**src/rtl/vga_timing_gen.sv**
```systemverilog
// VGA raster timing generator: pixel-rate enable from a clock divider, h/v counters,
// registered sync, active-video, coordinate and line/frame start outputs.
module vga_timing_gen #(
    parameter int unsigned H_ACTIVE = 640,
    parameter int unsigned H_FP     = 16,
    parameter int unsigned H_SYNC   = 96,
    parameter int unsigned H_BP     = 48,
    parameter int unsigned V_ACTIVE = 480,
    parameter int unsigned V_FP     = 10,
    parameter int unsigned V_SYNC   = 2,
    parameter int unsigned V_BP     = 33,
    parameter logic        HS_POL   = 1'b0,
    parameter logic        VS_POL   = 1'b0,
    parameter int unsigned CLK_DIV  = 2
) (
    input  logic       clk,
    input  logic       rst,
    output logic       pix_en,
    output logic [9:0] posx,
    output logic [8:0] posy,
    output logic       hsync,
    output logic       vsync,
    output logic       active,
    output logic       line_start,
    output logic       frame_start
);

    localparam int unsigned H_TOTAL = H_ACTIVE + H_FP + H_SYNC + H_BP;
    localparam int unsigned V_TOTAL = V_ACTIVE + V_FP + V_SYNC + V_BP;
    localparam int unsigned DIV_W   = (CLK_DIV > 1) ? $clog2(CLK_DIV) : 1;

    localparam logic [DIV_W-1:0] DIV_LAST = DIV_W'(CLK_DIV - 1);
    localparam logic [9:0] H_LAST   = 10'(H_TOTAL - 1);
    localparam logic [9:0] V_LAST   = 10'(V_TOTAL - 1);
    localparam logic [9:0] H_ACT    = 10'(H_ACTIVE);
    localparam logic [9:0] V_ACT    = 10'(V_ACTIVE);
    localparam logic [9:0] HS_START = 10'(H_ACTIVE + H_FP);
    localparam logic [9:0] HS_END   = 10'(H_ACTIVE + H_FP + H_SYNC);
    localparam logic [9:0] VS_START = 10'(V_ACTIVE + V_FP);
    localparam logic [9:0] VS_END   = 10'(V_ACTIVE + V_FP + V_SYNC);

    // Counters hold the pixel to present on the next tick, so the first tick after
    // reset shows (0,0) and outputs for pixel (h,v) register on the tick edge itself.
    logic [DIV_W-1:0] r_div;
    logic [9:0]       r_hcount;
    logic [9:0]       r_vcount;

    logic       w_tick;
    logic       w_act;
    logic       w_hs;
    logic       w_vs;
    logic [9:0] w_hnext;
    logic [9:0] w_vnext;

    always_comb begin
        w_tick  = (r_div == DIV_LAST);
        w_act   = (r_hcount < H_ACT) && (r_vcount < V_ACT);
        w_hs    = (r_hcount >= HS_START) && (r_hcount < HS_END);
        w_vs    = (r_vcount >= VS_START) && (r_vcount < VS_END);
        w_hnext = r_hcount + 10'd1;
        w_vnext = r_vcount;
        if (r_hcount == H_LAST) begin
            w_hnext = '0;
            w_vnext = (r_vcount == V_LAST) ? '0 : r_vcount + 10'd1;
        end
    end

    always_ff @(posedge clk) begin
        if (rst) begin
            r_div       <= '0;
            r_hcount    <= '0;
            r_vcount    <= '0;
            pix_en      <= 1'b0;
            posx        <= '0;
            posy        <= '0;
            active      <= 1'b0;
            hsync       <= ~HS_POL;
            vsync       <= ~VS_POL;
            line_start  <= 1'b0;
            frame_start <= 1'b0;
        end else begin
            pix_en      <= w_tick;
            line_start  <= 1'b0;
            frame_start <= 1'b0;
            if (w_tick) begin
                r_div       <= '0;
                r_hcount    <= w_hnext;
                r_vcount    <= w_vnext;
                active      <= w_act;
                posx        <= w_act ? r_hcount : '0;
                posy        <= w_act ? r_vcount[8:0] : '0;
                hsync       <= w_hs ? HS_POL : ~HS_POL;
                vsync       <= w_vs ? VS_POL : ~VS_POL;
                line_start  <= (r_hcount == '0);
                frame_start <= (r_hcount == '0) && (r_vcount == '0);
            end else begin
                r_div <= r_div + 1'b1;
            end
        end
    end

endmodule

```
**config.mk**
```make
export PLATFORM = sky130hd
export DESIGN_NAME = vga_timing_gen
export DESIGN_NICKNAME = d
export VERILOG_FILES = /design/src/rtl/vga_timing_gen.sv
export SDC_FILE = /design/constraint.sdc
export NUM_CORES = 1
export LEC_CHECK = 0
export CORE_MARGIN = 1.5
export CORE_UTILIZATION = 53
export DETAILED_ROUTE_END_ITERATION = 8
export PLACE_DENSITY = 0.9
export SYNTH_ARGS = -nofsm -noshare
export SYNTH_HDL_FRONTEND = slang
export SYNTH_SLANG_ARGS = --single-unit
```
**constraint.sdc**
```tcl
create_clock -name clk -period 1.9 [get_ports clk]
set_input_delay 0.38 -clock clk [delete_from_list [all_inputs] [get_ports clk]]
set_output_delay 0.38 -clock clk [all_outputs]
set_load 0.02 [all_outputs]
```
==> impl_metrics.json, run 1 <==
{
  "min_to": "active",
  "yosysSeqAreaShare": 0.475,
  "final_cell_mix": "dfxtp_1, clkdlybuf4s50_1, nor2_1",
  "post-route-period-util": 0.938,
  "area_delta_synth_final_pct": 19.0,
  "synth-compound-area-share": 0.139,
  "grt_max_degree": 22,
  "ys_ff_latch": 46,
  "synth_nets": 199,
  "hold_depth": 1,
  "hpwl_um": 2930,
  "fin_nets": 223,
  "clk_pin_slew_worst_paths_ns": 0.14,
  "drc": 0,
  "min_from": "active",
  "wire_per_inst_um": 15.9,
  "status": "finished, final reports clean",
  "numCtsBuffers": 5,
  "ir_drop_v": 0.000813,
  "layout-drive-gt1-share": 0.128,
  "synth_edf_count": 0,
  "synth_top_family_by_area": "simple AND/OR/NAND/NOR gates",
  "vias": 1535,
  "finClkSkew_ns": 0.0121,
  "reg2reg_slack_ns": 0.12,
  "ant_nets": 0,
  "yosys.area_share.simple": 0.239,
  "root_buffer": "clkbuf_4",
  "cts_num_sinks": 46,
  "fmax_mhz": 561,
  "die_y_um": 63.5,
  "synthXorXnorAreaFrac": 0.0542,
  "min_period_ns": 1.78,
  "crit_type": "reg2reg",
  "via_per_inst": 5.81,
  "wl_met3_um": 299,
  "syn_inst": 193,
  "die_area_um2": 4030,
  "grt_pass1_wl_um": 6980,
  "wirelength_um": 4200,
  "drt-met1-wl_um": 1940,
  "reg2reg_from": "r_hcount[0]",
  "top_layer_used": "met4",
  "holdWs_ns": 0.476,
  "cts_tree": "built",
  "ff2ff_path_depth": 5,
  "dr.pass1.iters": 4,
  "clk_path_buf_depth": 2,
  "arrival_ns": 2.07,
  "netlist_area_um2": 1940,
  "p_leak_uw": 0.000886,
  "htree_levels": 2,
  "ys.warnings.count": 0,
  "initial_core_util": 0.568,
  "syn_avg_cell_area_um2": 10.0,
  "ys.flop_type": "dfxtp_1",
  "synth_mux_area_frac": 0.0103,
  "grt_usage": 0.225,
  "holdCritPathClass": "reg2reg",
  "cts_hold_buf": 0,
  "chipWidth_um": 63.5,
  "p_per_area_nw_per_um2": 730,
  "grt-ovfl-total": 0,
  "core-area_um2": 3420,
  "cp-start-kind": "flip-flop",
  "slew_headroom": 0.571,
  "num_rows": 21,
  "io_buffers": 26,
  "setup_viol": 0,
  "place.gp.congestion": 0.817,
  "rsz0062_at_grt": "false",
  "grt_pass1_vias": 1439,
  "wl_met2_um": 1870,
  "r2r-end": "r_vcount[4]",
  "num_antenna_cells": 0,
  "ios": 27,
  "mostFrequentLayoutCell": "dfxtp_1",
  "hold_violations": 0,
  "antenna_found_initial": 0,
  "tns_ns": 0,
  "async_reset_ff_frac": 0,
  "crit_path_end_kind": "flip-flop",
  "drt_iter0_drc": 82,
  "maxCapViolCount": 0,
  "insertion_delay_ns": 0.37,
  "crit_required_ns": 2.19,
  "tightest_slew_ns": 0.644,
  "path_max_fanout": 7,
  "yosys.area_share.adder": 0.0258,
  "post_synth_num_cell_types": 50,
  "slew_violations": 0
}
[sequential cells by signal, summed over array words and instances (netlist names), 9 cells and up]
signal    count
posx         10
posy          9
r_hcount     10
r_vcount     10
[critical path, cell delays in order, from the launching register on]
cell     delay (ns)
dfxtp_1        0.44
ha_1           0.26
and4_4         0.31
nand3_2        0.09
or3_4          0.40
o32ai_2        0.19
[per-layer routing]
metal / track usage / up-vias
met1: 0.309 / 723
met3: 0.0607 / 7
met2: 0.322 / 58
met4: 0.117 / 0
li1: - / 747
met5: 0 / -
[cell usage after synthesis (3+ instances only)]
cell type / instances / area share
dfxtp_1: 46 / 0.47
nor2_1: 18 / 0.035
a22o_1: 17 / 0.077
nand3_1: 8 / 0.021
xor2_1: 8 / 0.036
and4_1: 6 / 0.027
nand4_1: 6 / 0.019
a21oi_1: 5 / 0.013
buf_2: 5 / 0.013
clkbuf_1: 5 / 0.0097
inv_1: 5 / 0.0097
ha_1: 4 / 0.026
nand2_1: 4 / 0.0077
nor3_1: 4 / 0.010
o21ai_0: 4 / 0.010
xnor2_1: 4 / 0.018
and3_1: 3 / 0.0097
nand2b_1: 3 / 0.0097
nor4_1: 3 / 0.0097
[logic make-up (layout without fill, tap and decap cells)]
logic type | after synthesis | after routing
buffers and inverters | 21 | 46
AOI/OAI and AO/OA | 34 | 34
DFF | 46 | 46
and+or+nand+nor | 74 | 74
adders and majority gates | 4 | 4
xor gates and xnor gates | 12 | 12
muxes | 2 | 2
[worst max path at each step]
stage	startpoint	to	slack [ns]	cells past startpoint
3_5_place_dp	r_hcount[0]	r_vcount[4]	0.04	5
2_1_floorplan	r_hcount[0]	r_vcount[4]	0.29	6
5_1_grt	r_vcount[7]	posx[2]	0.02	4
4_1_cts	r_hcount[0]	r_vcount[4]	0.03	5
3_3_place_gp	r_hcount[0]	r_vcount[4]	0.08	5
6_report	r_hcount[0]	r_vcount[4]	0.12	5
[stage by stage]
step | area [µm²] | std cells | util | power [µW] | setup WS (ns)
final | 2310 | 264 | 0.675 | 1680 | 0.118
after global routing | 2310 | 264 | 0.675 | 1740 | 0.0246
after CTS | 2300 | 264 | 0.675 | 1690 | 0.0264
after detailed placement | 2220 | 256 | 0.650 | 1090 | 0.0359
after global placement | 2220 | 256 | 0.650 | 1080 | 0.0839
after floorplan | 1940 | 193 | - | 1050 | 0.292
[layout make-up]
| cell class | count | area, µm² |
|---|---|---|
| inverter | 5 | 18.8 |
| sequential | 46 | 921 |
| clock buffer | 5 | 37.5 |
| timing repair buffer | 33 | 313 |
| tap | 46 | 57.6 |
| clock inverter | 3 | 47.5 |
| fill | 261 | 1110 |
| multi-input combinational | 126 | 912 |
[power breakdown]
| part | leakage [µW] | internal, µW | switching, µW | total [µW] |
|---|---|---|---|---|
| combinational | 0.000468 | 32.5 | 46.7 | 79.2 |
| sequential | 0.000372 | 977 | 10.7 | 987 |
| clock | 0.0000462 | 286 | 332 | 618 |
[what timing repair did]
action / 4_1_cts / 5_1_grt
endpoints found under the setup margin: 0 / 5
buffers inserted: 0 / 0
gates resized for setup: 0 / 2
(Power assumes the default switching activity.)
==> inputs of run 2 (changes only) <==
--- a/config.mk
+++ b/config.mk
@@ -9,6 +9,7 @@
 export CORE_UTILIZATION = 53
 export DETAILED_ROUTE_END_ITERATION = 8
 export PLACE_DENSITY = 0.9
+export SLEW_MARGIN = 40
 export SYNTH_ARGS = -nofsm -noshare
 export SYNTH_HDL_FRONTEND = slang
 export SYNTH_SLANG_ARGS = --single-unit
==> results of run 2 <==
The final DEF is identical to that of run 1; final timing and power are the same.
==> inputs of run 3 (changes only) <==
--- a/config.mk
+++ b/config.mk
@@ -5,6 +5,7 @@
 export SDC_FILE = /design/constraint.sdc
 export NUM_CORES = 1
 export LEC_CHECK = 0
+export CAP_MARGIN = 20
 export CORE_MARGIN = 1.5
 export CORE_UTILIZATION = 53
 export DETAILED_ROUTE_END_ITERATION = 8
==> results of run 3 <==
The final DEF is identical to that of run 1; final timing and power are the same.
